$ cat config.mk
export PLATFORM = sky130hd
export DESIGN_NAME = nios_dmem_arb
export DESIGN_NICKNAME = d
export VERILOG_FILES = /design/src/rtl/nios_dmem_arb.sv
export SDC_FILE = /design/constraint.sdc
export NUM_CORES = 1
export LEC_CHECK = 0
export ABC_AREA = 1
export CORE_AREA = 3 3 117 119
export DETAILED_ROUTE_END_ITERATION = 10
export DIE_AREA = 0 0 120 122
export REMOVE_ABC_BUFFERS = 1
export SLEW_MARGIN = 20
export SYNTH_ARGS = -nofsm -noshare
export SYNTH_HDL_FRONTEND = slang
export SYNTH_SLANG_ARGS = --single-unit
$ cat constraint.sdc
create_clock -name clk -period 3.65 [get_ports clk]
set_clock_uncertainty 0.15 [all_clocks]
set_input_delay 0.73 -clock clk [delete_from_list [all_inputs] [get_ports clk]]
set_output_delay 0.73 -clock clk [all_outputs]
set_load 0.03 [all_outputs]
$ cat src/rtl/nios_dmem_arb.sv
`default_nettype none
// ============================================================================
// Module   : nios_dmem_arb
// Brief    : Nios2 data-SRAM port controller; core always wins, debug waits
//            via req/gnt with starvation-driven core stall, read data routed
//            back to its owner after the fixed SRAM read latency.
// Revision : 1.0 - initial release
// ============================================================================
module nios_dmem_arb #(
    parameter int RD_LAT   = 1,
    parameter int MAX_WAIT = 8
) (
    input  logic        clk,
    input  logic        rst,
    input  logic        core_rd_i,
    input  logic        core_wr_i,
    input  logic [31:0] core_addr_i,
    input  logic [31:0] core_wdata_i,
    output logic [31:0] core_rdata_o,
    output logic        core_rvalid_o,
    input  logic        dbg_req_i,
    input  logic        dbg_we_i,
    input  logic [31:0] dbg_addr_i,
    input  logic [31:0] dbg_wdata_i,
    output logic        dbg_gnt_o,
    output logic [31:0] dbg_rdata_o,
    output logic        dbg_rvalid_o,
    output logic        core_stall_o,
    output logic        err_o,
    output logic        mem_en_o,
    output logic        mem_we_o,
    output logic [31:0] mem_addr_o,
    output logic [31:0] mem_wdata_o,
    input  logic [31:0] mem_rdata_i
);

    typedef enum logic [1:0] {
        S_IDLE  = 2'd0,
        S_WAIT  = 2'd1,
        S_STALL = 2'd2
    } state_t;

    localparam logic [7:0] c_MAX_WAIT = 8'(MAX_WAIT);

    state_t              r_state;
    logic [7:0]          r_wait_cnt;
    logic                r_stall;
    logic                r_err;
    logic [RD_LAT-1:0]   r_vld;
    logic [RD_LAT-1:0]   r_own;

    logic                w_core_acc;
    logic                w_dbg_gnt;
    logic                w_mem_en;
    logic                w_mem_we;
    logic [31:0]         w_mem_addr;
    logic [31:0]         w_mem_wdata;
    logic                w_rd_issue;
    logic [7:0]          w_cnt_inc;

    // SRAM command is held quiet while reset is asserted so every output reads 0.
    assign w_core_acc = rst & (core_rd_i | core_wr_i);
    assign w_dbg_gnt  = rst & dbg_req_i & ~(core_rd_i | core_wr_i);

    always_comb begin
        w_mem_en    = 1'b0;
        w_mem_we    = 1'b0;
        w_mem_addr  = 32'd0;
        w_mem_wdata = 32'd0;
        if (w_core_acc) begin
            w_mem_en    = 1'b1;
            w_mem_we    = core_wr_i;
            w_mem_addr  = core_addr_i;
            w_mem_wdata = core_wdata_i;
        end else if (w_dbg_gnt) begin
            w_mem_en    = 1'b1;
            w_mem_we    = dbg_we_i;
            w_mem_addr  = dbg_addr_i;
            w_mem_wdata = dbg_wdata_i;
        end
    end

    assign w_rd_issue = w_mem_en & ~w_mem_we;
    assign w_cnt_inc  = (r_wait_cnt == 8'hFF) ? r_wait_cnt : r_wait_cnt + 8'd1;

    always_ff @(posedge clk or negedge rst) begin
        if (!rst) begin
            r_state    <= S_IDLE;
            r_wait_cnt <= 8'd0;
            r_stall    <= 1'b0;
            r_err      <= 1'b0;
        end else begin
            if (core_rd_i && core_wr_i) begin
                r_err <= 1'b1;
            end
            case (r_state)
                S_IDLE: begin
                    if (dbg_req_i && w_core_acc) begin
                        r_state    <= S_WAIT;
                        r_wait_cnt <= 8'd1;
                    end
                end
                S_WAIT: begin
                    if (!dbg_req_i || w_dbg_gnt) begin
                        r_state    <= S_IDLE;
                        r_wait_cnt <= 8'd0;
                    end else begin
                        r_wait_cnt <= w_cnt_inc;
                        if (w_cnt_inc >= c_MAX_WAIT) begin
                            r_state <= S_STALL;
                            r_stall <= 1'b1;
                        end
                    end
                end
                S_STALL: begin
                    // Stall stays up until debug is served or gives up.
                    if (!dbg_req_i || w_dbg_gnt) begin
                        r_state    <= S_IDLE;
                        r_wait_cnt <= 8'd0;
                        r_stall    <= 1'b0;
                    end else begin
                        r_wait_cnt <= w_cnt_inc;
                    end
                end
                default: begin
                    r_state    <= S_IDLE;
                    r_wait_cnt <= 8'd0;
                    r_stall    <= 1'b0;
                end
            endcase
        end
    end

    // Read-return pipeline: owner bit is 1 for debug, 0 for core.
    always_ff @(posedge clk or negedge rst) begin
        if (!rst) begin
            r_vld <= '0;
            r_own <= '0;
        end else begin
            r_vld[0] <= w_rd_issue;
            r_own[0] <= w_dbg_gnt;
            for (int i = 1; i < RD_LAT; i++) begin
                r_vld[i] <= r_vld[i-1];
                r_own[i] <= r_own[i-1];
            end
        end
    end

    assign core_rvalid_o = r_vld[RD_LAT-1] & ~r_own[RD_LAT-1];
    assign dbg_rvalid_o  = r_vld[RD_LAT-1] &  r_own[RD_LAT-1];
    assign core_rdata_o  = core_rvalid_o ? mem_rdata_i : 32'd0;
    assign dbg_rdata_o   = dbg_rvalid_o  ? mem_rdata_i : 32'd0;

    assign dbg_gnt_o    = w_dbg_gnt;
    assign core_stall_o = r_stall;
    assign err_o        = r_err;
    assign mem_en_o     = w_mem_en;
    assign mem_we_o     = w_mem_we;
    assign mem_addr_o   = w_mem_addr;
    assign mem_wdata_o  = w_mem_wdata;

endmodule
`default_nettype wire

==> reports/qor.csv <==
stage,metric,value,unit
status,status,"finished, final reports clean",
synth,syn_inst,304,
route,vias_per_cell,4.32,
clock_tree,cts_setup_buffers,0,
pwr,total_power,1.21,mW
pwr,intPower,0.723,mW
sta,slew-limit-headroom,36.2,%
synth,synthArstFlopShare,100,%
sta,tns,0,ns
route,totalWireLength,15600,um
worst_setup_path,critPathRequiredTime,2.77,ns
layout,drive_above_1_share,15.8,%
pwr,switching_share,40.1,%
floorplan,die_h,122,um
clock_tree,cts_buffers,3,
floorplan,io_pins,301,
pwr,power.density,222,mW/mm2
pwr,ir_drop,0.000287,V
sta,max_freq,0.309,GHz
pwr,pwr-share-comb,66.5,%
sta,tightest_slew,0.956,ns
pwr,share_seq_of_total_power,16.5,%
layout,n_antenna_cell,0,
synth,synth_area,0.00196,mm2
floorplan,die_w,120,um
clock_tree,cts_hold_buf,0,
placement,io_buffers,300,
floorplan,initial_core_util,15.5,%
placement,dp_slack,0.450,ns
global_routing,grt_pass1_wl,21600,um
synth,synth_area_leaders,"a22o_1, dfrtp_1, nor2_1",
clock_tree,htreeDepth,1,
global_routing,grt_pass1_vias,3355,
run,max_cap_viol_count,0,
pwr,power.share.clock,17.0,%
worst_setup_path,timing.rr.start,r_wait_cnt[0],
route,antenna_left,0,
clock_tree,clock_latency,0.24,ns
floorplan,rows,41,
synth,synth_largest_area_cell,a22o_1,
floorplan,core,0.0127,mm2
clock_tree,cts-root-buf,clkbuf_16,
layout,area_growth,178,%
sta,drv_slew,0,
sta,rsz0062_at_grt,no,
placement,dp_cells,763,
sta,timing.final.crit_share,88.5,%
synth,ys_top_cells_by_count,"nor2_1, a22o_1, inv_1",
global_routing,grt_max_degree,43,
worst_hold_path,hold_path_class,flop to flop,
route,wire_per_inst,20.4,um
clock_tree,cts_tree,done,
placement,gp_congestion,0.752,
sta,setup_slack,0.419,ns
clock_tree,cts_resized,0,
synth,synth_area_per_cell,6.46,um2
pwr,power.net_switching,0.485,mW
global_routing,overflow,0,
synth,synth_warnings,0,
synth,synth_cell_types,28,
placement,hpwl,13600,um
global_routing,antenna_found_initial,5,
worst_setup_path,critPathArrivalTime,2.35,ns
worst_setup_path,path_max_fanout,42,
worst_hold_path,worst_hold_startpoint,err_o,
sta,setup_violations,0,
pwr,p_leak,2.44,nW
synth,ys.flop_type,dfrtp_1,
synth,ys_seq_area_share,17.8,%
clock_tree,cts_sinks,14,
floorplan,die_area,0.0146,mm2
layout,fin_nets,767,
route,drc,0,
synth,synth_most_common_cell,nor2_1,
route,drtIter0Drc,160,
route,dr.pass1.iters,4,
sta,min_period,3.23,ns
worst_setup_path,critical_path_class,input pin to output pin,
synth,synth_seq_cells,14,
clock_tree,clk_pin_slew_worst_paths,0.04,ns
worst_hold_path,hold_depth,1,
sta,hold_viol_final,0,
layout,stdcell_count,766,
synth,synth_top_area_share,28.6,%
worst_setup_path,crit_path_end_kind,output pin,
worst_setup_path,start_kind,input pin,
worst_setup_path,rrSetupSlack,1.79,ns
route,routed-via-count,3306,
worst_hold_path,hold_path_end,err_o,
global_routing,grt_usage,19.6,%
synth,synth-edff-count,0,
clock_tree,clockBufferDepth,2,
worst_setup_path,rr_worst_depth,10,
worst_setup_path,r2r-end,r_state[1],
## area by class of cell
class | instances | area (um2)
Fill cell | 1244 | 7220
Timing Repair Buffer | 307 | 3310
Multi-Input combinational cell | 216 | 1290
Sequential cell | 14 | 350
Tap cell | 172 | 215
Inverter | 54 | 204
Clock buffer | 3 | 75.1
## metal layers
metal	vias up	GRT usage, %	share of wire (%)
met3	20	12.8	16
met2	172	27.7	41
met1	1511	25.7	41
met5	-	0	0.45
met4	10	2.43	1.1
li1	1593	-	-
## kinds of logic after synthesis
kind of cell	after synthesis	synth area share (%)
xor+xnor	1	0.446
buf+inv	74	16.3
flops	14	17.8
fa+ha+maj	5	3.19
compound gates	80	33.5
simple gates	130	28.7
## worst max path at each step
stage / start / to / cells past startpoint
global placement: core_wr_i / mem_wdata_o[11] / 7
finish: core_wr_i / mem_wdata_o[11] / 7
CTS: core_wr_i / mem_wdata_o[0] / 7
floorplan: core_wr_i / mem_addr_o[0] / 4
global route: r_own / core_rdata_o[5] / 4
detailed placement: core_wr_i / mem_wdata_o[0] / 7
## metrics by stage
step           util [%]  hold slack (ns)  cell area (um2)
4_1_cts            43.0            0.324             5450
6_report           43.0            0.326             5450
3_3_place_gp       42.4            0.315             5380
2_1_floorplan         -            0.284             1850
3_5_place_dp       42.4            0.301             5380
5_1_grt            43.0            0.359             5450
## worst max-delay path, cell delays in order
cell and delay (ns):
clkdlybuf4s50_1 0.47, nor2_2 0.20, nand3_1 0.17, inv_2 0.12, buf_12 0.20, a22o_1 0.27
buf_12 0.16
## sequential cells by signal, indices dropped and copies added, names as in the netlist
signal / cells
core_stall_o: 1
err_o: 1
r_vld: 1
r_wait_cnt: 8
r_state: 2
r_own: 1
## placed cells by master, fill, tap and decap left out
cell type and count:
clkdlybuf4s50_1 233, nor2_1 71, a22o_1 64, inv_1 50, buf_4 40, buf_12 34, nand2_1 32, dfrtp_1 14
nand3_1 13, o21ai_0 7, ha_1 5, nand2_2 4, inv_2 3, nor2_4 3, nand4_1 3, clkbuf_16 3
nor2_2 2, a21oi_1 2, o21bai_1 2, a22o_2 1, clkinv_2 1, nand2_4 1, nand3_2 1, o21ai_1 1
o22ai_1 1, a21o_2 1, xor2_1 1, o211ai_1 1
## power by group through the flow
stage          Combinational, mW  Clock (mW)  Sequential, mW
2_1_floorplan              0.354           0           0.195
3_3_place_gp               0.797           0           0.199
3_5_place_dp               0.800           0           0.201
4_1_cts                    0.806       0.208           0.199
5_1_grt                    0.859       0.214           0.203
6_report                   0.803       0.206           0.199
Note: power is estimated with default switching activity, not from simulation.
==> patch 1: new RTL, same settings <==
Put a register stage on the outputs `dbg_gnt_o` and `dbg_rdata_o`, cleared by the reset. The values now appear one clock later. The other outputs are not delayed to match.
--- a/src/rtl/nios_dmem_arb.sv
+++ b/src/rtl/nios_dmem_arb.sv
@@ -149,9 +149,16 @@
     assign core_rvalid_o = r_vld[RD_LAT-1] & ~r_own[RD_LAT-1];
     assign dbg_rvalid_o  = r_vld[RD_LAT-1] &  r_own[RD_LAT-1];
     assign core_rdata_o  = core_rvalid_o ? mem_rdata_i : 32'd0;
-    assign dbg_rdata_o   = dbg_rvalid_o  ? mem_rdata_i : 32'd0;
+    always_ff @(posedge clk or negedge rst) begin
+        if (!rst) begin
+            dbg_gnt_o   <= '0;
+            dbg_rdata_o <= '0;
+        end else begin
+            dbg_gnt_o   <= w_dbg_gnt;
+            dbg_rdata_o <= dbg_rvalid_o  ? mem_rdata_i : 32'd0;
+        end
+    end
 
-    assign dbg_gnt_o    = w_dbg_gnt;
     assign core_stall_o = r_stall;
     assign err_o        = r_err;
     assign mem_en_o     = w_mem_en;
Behaviour: not the same (Yosys sat finds a counterexample within 4 cycles, from zero or initial values and one cycle with rst low).
==> patch 1 against the original RTL <==
  * Global-route usage is 1.6 points lower
  * Synthesized area grew 41%
  * Largest cell class unchanged
  * Final cell count increased by 4.3%
  * Setup slack got worse by 180 ps
  * Sequential cell count up 32
  * Highest routed layer is now met4
  * Routed wire length decreased by 11%
  * Total power increased by 55%
  * Final area increased by 14%
  * First-iteration DRC count increased by 22%
==> patch 1: results (changes against the original RTL) <==
| Metric | Value |
|---|---|
| Gr usage total | 18.1% (was 19.6%) |
| Initial DRC Count | 195 (was 160) |
| Ranking of synthesized cells by area | dfrtp_1 (42%), a22o_1 (21%), nor2_1 (9.8%) (was a22o_1 (29%), dfrtp_1 (18%), nor2_1 (14%)) |
| Post-place setup slack | 266 ps (was 450 ps) |
| LEAKAGE | 0.00291 uW (was 0.00244 uW) |
| Avg WL per Cell | 17.4 um (was 20.4 um) |
| Layout net count | 797 (was 767) |
| Clk slew on worst S/H paths | 60 ps (was 40 ps) |
| Sequential fraction of the synthesis area | 41.6% (was 17.8%) |
| Layout cells sized above 1 | 15.6% (was 15.8%) |
| Max Used Layer | met4 (was met5) |
| Wire length on met1 | 4.84 mm (was 6.47 mm) |
| Placed Area | 6050 um^2 (was 5380 um^2) |
| Largest regs | dbg_rdata_o x32, r_wait_cnt x8, r_state x2 (was r_wait_cnt x8, r_state x2) |
| Worst Tran Pin Value | 1000 ps (was 956 ps) |
| Status | complete, no violations (unchanged) |
| Layout area overhead | 125% (was 178%) |
| Vias per inst | 4.36 (was 4.32) |
| Vias in the first global route | 3572 (was 3355) |
| Netlist cell types | 27 (was 28) |
| Synth top cells by count | nor2_1 (72), a22o_1 (67), inv_1 (52) (was nor2_1 (71), a22o_1 (64), inv_1 (50)) |
| Routability-driven placement congestion ratio | 0.812 (was 0.752) |
| Initial antenna violation count | 0 (was 5) |
| Routed wl met2 | 7.45 mm (was 6.39 mm) |
| Met3 wire length | 1.34 mm (was 2.53 mm) |
| Fill count | 1225 (was 1244) |
| Critical path fanouts, max | 43 (was 42) |
| Pin count of the biggest net entering global routing | 65 (was 43) |
| Met2 Use GR | 33.1% (was 27.7%) |
| Cells after DPL | 791 (was 763) |
| Clock Latency Late Sink | 290 ps (was 240 ps) |
| Final HPWL DP | 11.9 mm (was 13.6 mm) |
| Met1 usage | 19.6% (was 25.7%) |
| Worst path max stage delay | 440 ps (was 470 ps) |
==> patch 1: changes by cell type after synthesis, moves of 3 or more <==
cell,unedited run,this run
dfrtp_1,14,46
nand3_1,13,10
buf_6,4,0
nand3_2,1,4
nand4_1,3,0
nand2_1,32,25
o21ai_0,7,4
a22o_1,64,67
==> patch 1: worst max-delay path: cells and delay by family <==
kind	cells	cell delay, ps
buf+inv	4	1080
simple gates	2	460
compound gates	1	230
==> patch 1: area by class of cell <==
class / instances / area share, %
clock buffers: 6 / 2.07
clock inverters: 2 / 0.603
inverters: 56 / 3.38
multi-input cells: 212 / 21.2
flip-flops and latches: 46 / 18.5
well taps: 172 / 3.46
repair buffers: 305 / 50.8
==> patch 1: where the power goes <==
| part | leakage, uW | switching [uW] | internal (uW) |
|---|---|---|---|
| sequential | 0.000629 | 23.6 | 535 |
| combinational | 0.00221 | 405 | 396 |
| clock | 0.0000771 | 191 | 323 |
| total | 0.00291 | 620 | 1250 |
==> patch 1: path summary, 6_finish.rpt <==
check	startpoint	endpoint	slack [ps]	depth (start not counted)
worst max-delay path	core_wr_i	mem_addr_o[12]	240	7
worst min register to register	core_stall_o	core_stall_o	390	2
worst min-delay path	rst	dbg_gnt_o	130	1
min in group clk	core_stall_o	core_stall_o	390	2
worst max register to register	r_wait_cnt[0]	r_state[1]	1850	9
max in group asynchronous	rst	dbg_rdata_o[11]	2450	2
==> patch 1: cell families (layout without fill, tap and decap cells) <==
group                      after synthesis  count (layout)  share of synthesized area [%]
and+or+nand+nor                        123             123                           19.8
AOI/OAI and AO/OA                       81              81                           24.3
buffers and inverters                   76             369                           11.1
DFF                                     46              46                           41.6
adders and majority gates                5               5                           2.26
xor gates and xnor gates                 3               3                          0.949
==> patch 2: new RTL, config.mk and constraints unchanged <==
Made on the original files. Set the parameter `MAX_WAIT` to 6 (it was 8).
--- a/src/rtl/nios_dmem_arb.sv
+++ b/src/rtl/nios_dmem_arb.sv
@@ -8,7 +8,7 @@
 // ============================================================================
 module nios_dmem_arb #(
     parameter int RD_LAT   = 1,
-    parameter int MAX_WAIT = 8
+    parameter int MAX_WAIT = 6
 ) (
     input  logic        clk,
     input  logic        rst,
Function: changed (a bounded check fails within 10 cycles, from zero or initial values and one cycle with rst low).
==> patch 2 against the original RTL <==
  * Global-route usage shrank 1.4 points
  * Critical path type unchanged
  * Routed wire length fell by 4.6%
  * Sequential cell count stayed put
  * Final area decreased by 0.64%
  * Final cell count increased by 0.52%
  * Largest cell class unchanged
  * Fmax decreased by 5.8%
  * Total power is 5.1% higher
  * Worst hold slack got worse by 13 ps
  * Synthesized area is 2.1% higher
  * Critical endpoint is now mem_we_o
  * Setup slack lost 200 ps
==> patch 2: results (changes against the original RTL) <==
| Metric | Value |
|---|---|
| Met3 wire length | 1.90 mm (was 2.53 mm) |
| Buffering overhead | 59.2% (was 60.8%) |
| Reg-to-reg slack, setup | 1860 ps (was 1790 ps) |
| Layout cells sized above 1 | 16.9% (was 15.8%) |
| Layout net count | 770 (was 767) |
| Worst Path Arrival | 2550 ps (was 2350 ps) |
| Met2 Use GR | 29.6% (was 27.7%) |
| Vias in the first global route | 3256 (was 3355) |
| Final WL | 14.9 mm (was 15.6 mm) |
| Fill count | 1247 (was 1244) |
| Netlist cell types | 25 (was 28) |
| Initial antenna violation count | 2 (was 5) |
| Sequential fraction of the synthesis area | 17.5% (was 17.8%) |
| Power density cells | 235 nW/um^2 (was 222 nW/um^2) |
| Worst r2r dst | r_state[0] (was r_state[1]) |
| Routing usage on met3 | 9.10% (was 12.8%) |
| Initial DRC Count | 142 (was 160) |
| Critical path fanouts, max | 15 (was 42) |
| Gr usage total | 18.3% (was 19.6%) |
| Invs w/o clock | 56 (was 54) |
| Final HPWL DP | 12.8 mm (was 13.6 mm) |
| Area occupied by multi-input gates | 1350 um^2 (was 1290 um^2) |
| Routability-driven placement congestion ratio | 0.856 (was 0.752) |
| Cells after Synth | 309 (was 304) |
| Synth top cells by count | nor2_1 (68), a22o_1 (67), inv_1 (53) (was nor2_1 (71), a22o_1 (64), inv_1 (50)) |
| Worst path max stage delay | 450 ps (was 470 ps) |
| LEAKAGE | 0.00248 uW (was 0.00244 uW) |
| Clk tree area frac | 1.64% (was 1.38%) |
| Met1 usage | 22.4% (was 25.7%) |
| Routed wl met2 | 6.78 mm (was 6.39 mm) |
| First-pass GRT wire length | 20.3 mm (was 21.6 mm) |
| Status | complete, no violations (unchanged) |
| Multi-input comb cells | 218 (was 216) |
| Rel. slew slack | 33.1% (was 36.2%) |
| Wire length on met1 | 6.04 mm (was 6.47 mm) |
| Number of clock buffers in the layout | 4 (was 3) |
==> patch 2: worst min-delay path by stage <==
stage                      from            to  slack (ps)  cells after the start
after floorplan             rst  core_stall_o         280                      0
after global placement    err_o         err_o         290                      1
after detailed placement  err_o         err_o         290                      1
after CTS                 err_o         err_o         310                      1
after global routing      err_o         err_o         340                      1
final                     err_o         err_o         310                      1
==> patch 2: cell families (layout without fill, tap and decap cells) <==
group | after synthesis | after routing | synth area share [%]
compound gates | 79 | 79 | 32.9
xor+xnor | 2 | 2 | 0.874
fa+ha+maj | 5 | 5 | 3.12
buf+inv | 77 | 366 | 15.7
flops | 14 | 14 | 17.5
simple gates | 132 | 132 | 30.0
==> patch 2: metrics by stage <==
step	cell area (um^2)	worst slack, ps
4_1_cts	5420	192
3_3_place_gp	5330	253
3_5_place_dp	5330	204
5_1_grt	5420	72.7
6_report	5420	218
2_1_floorplan	1900	134
==> patch 2: where the power goes <==
group | internal [uW] | switching, uW
Clock | 166 | 68.4
Combinational | 410 | 424
Sequential | 177 | 24.0
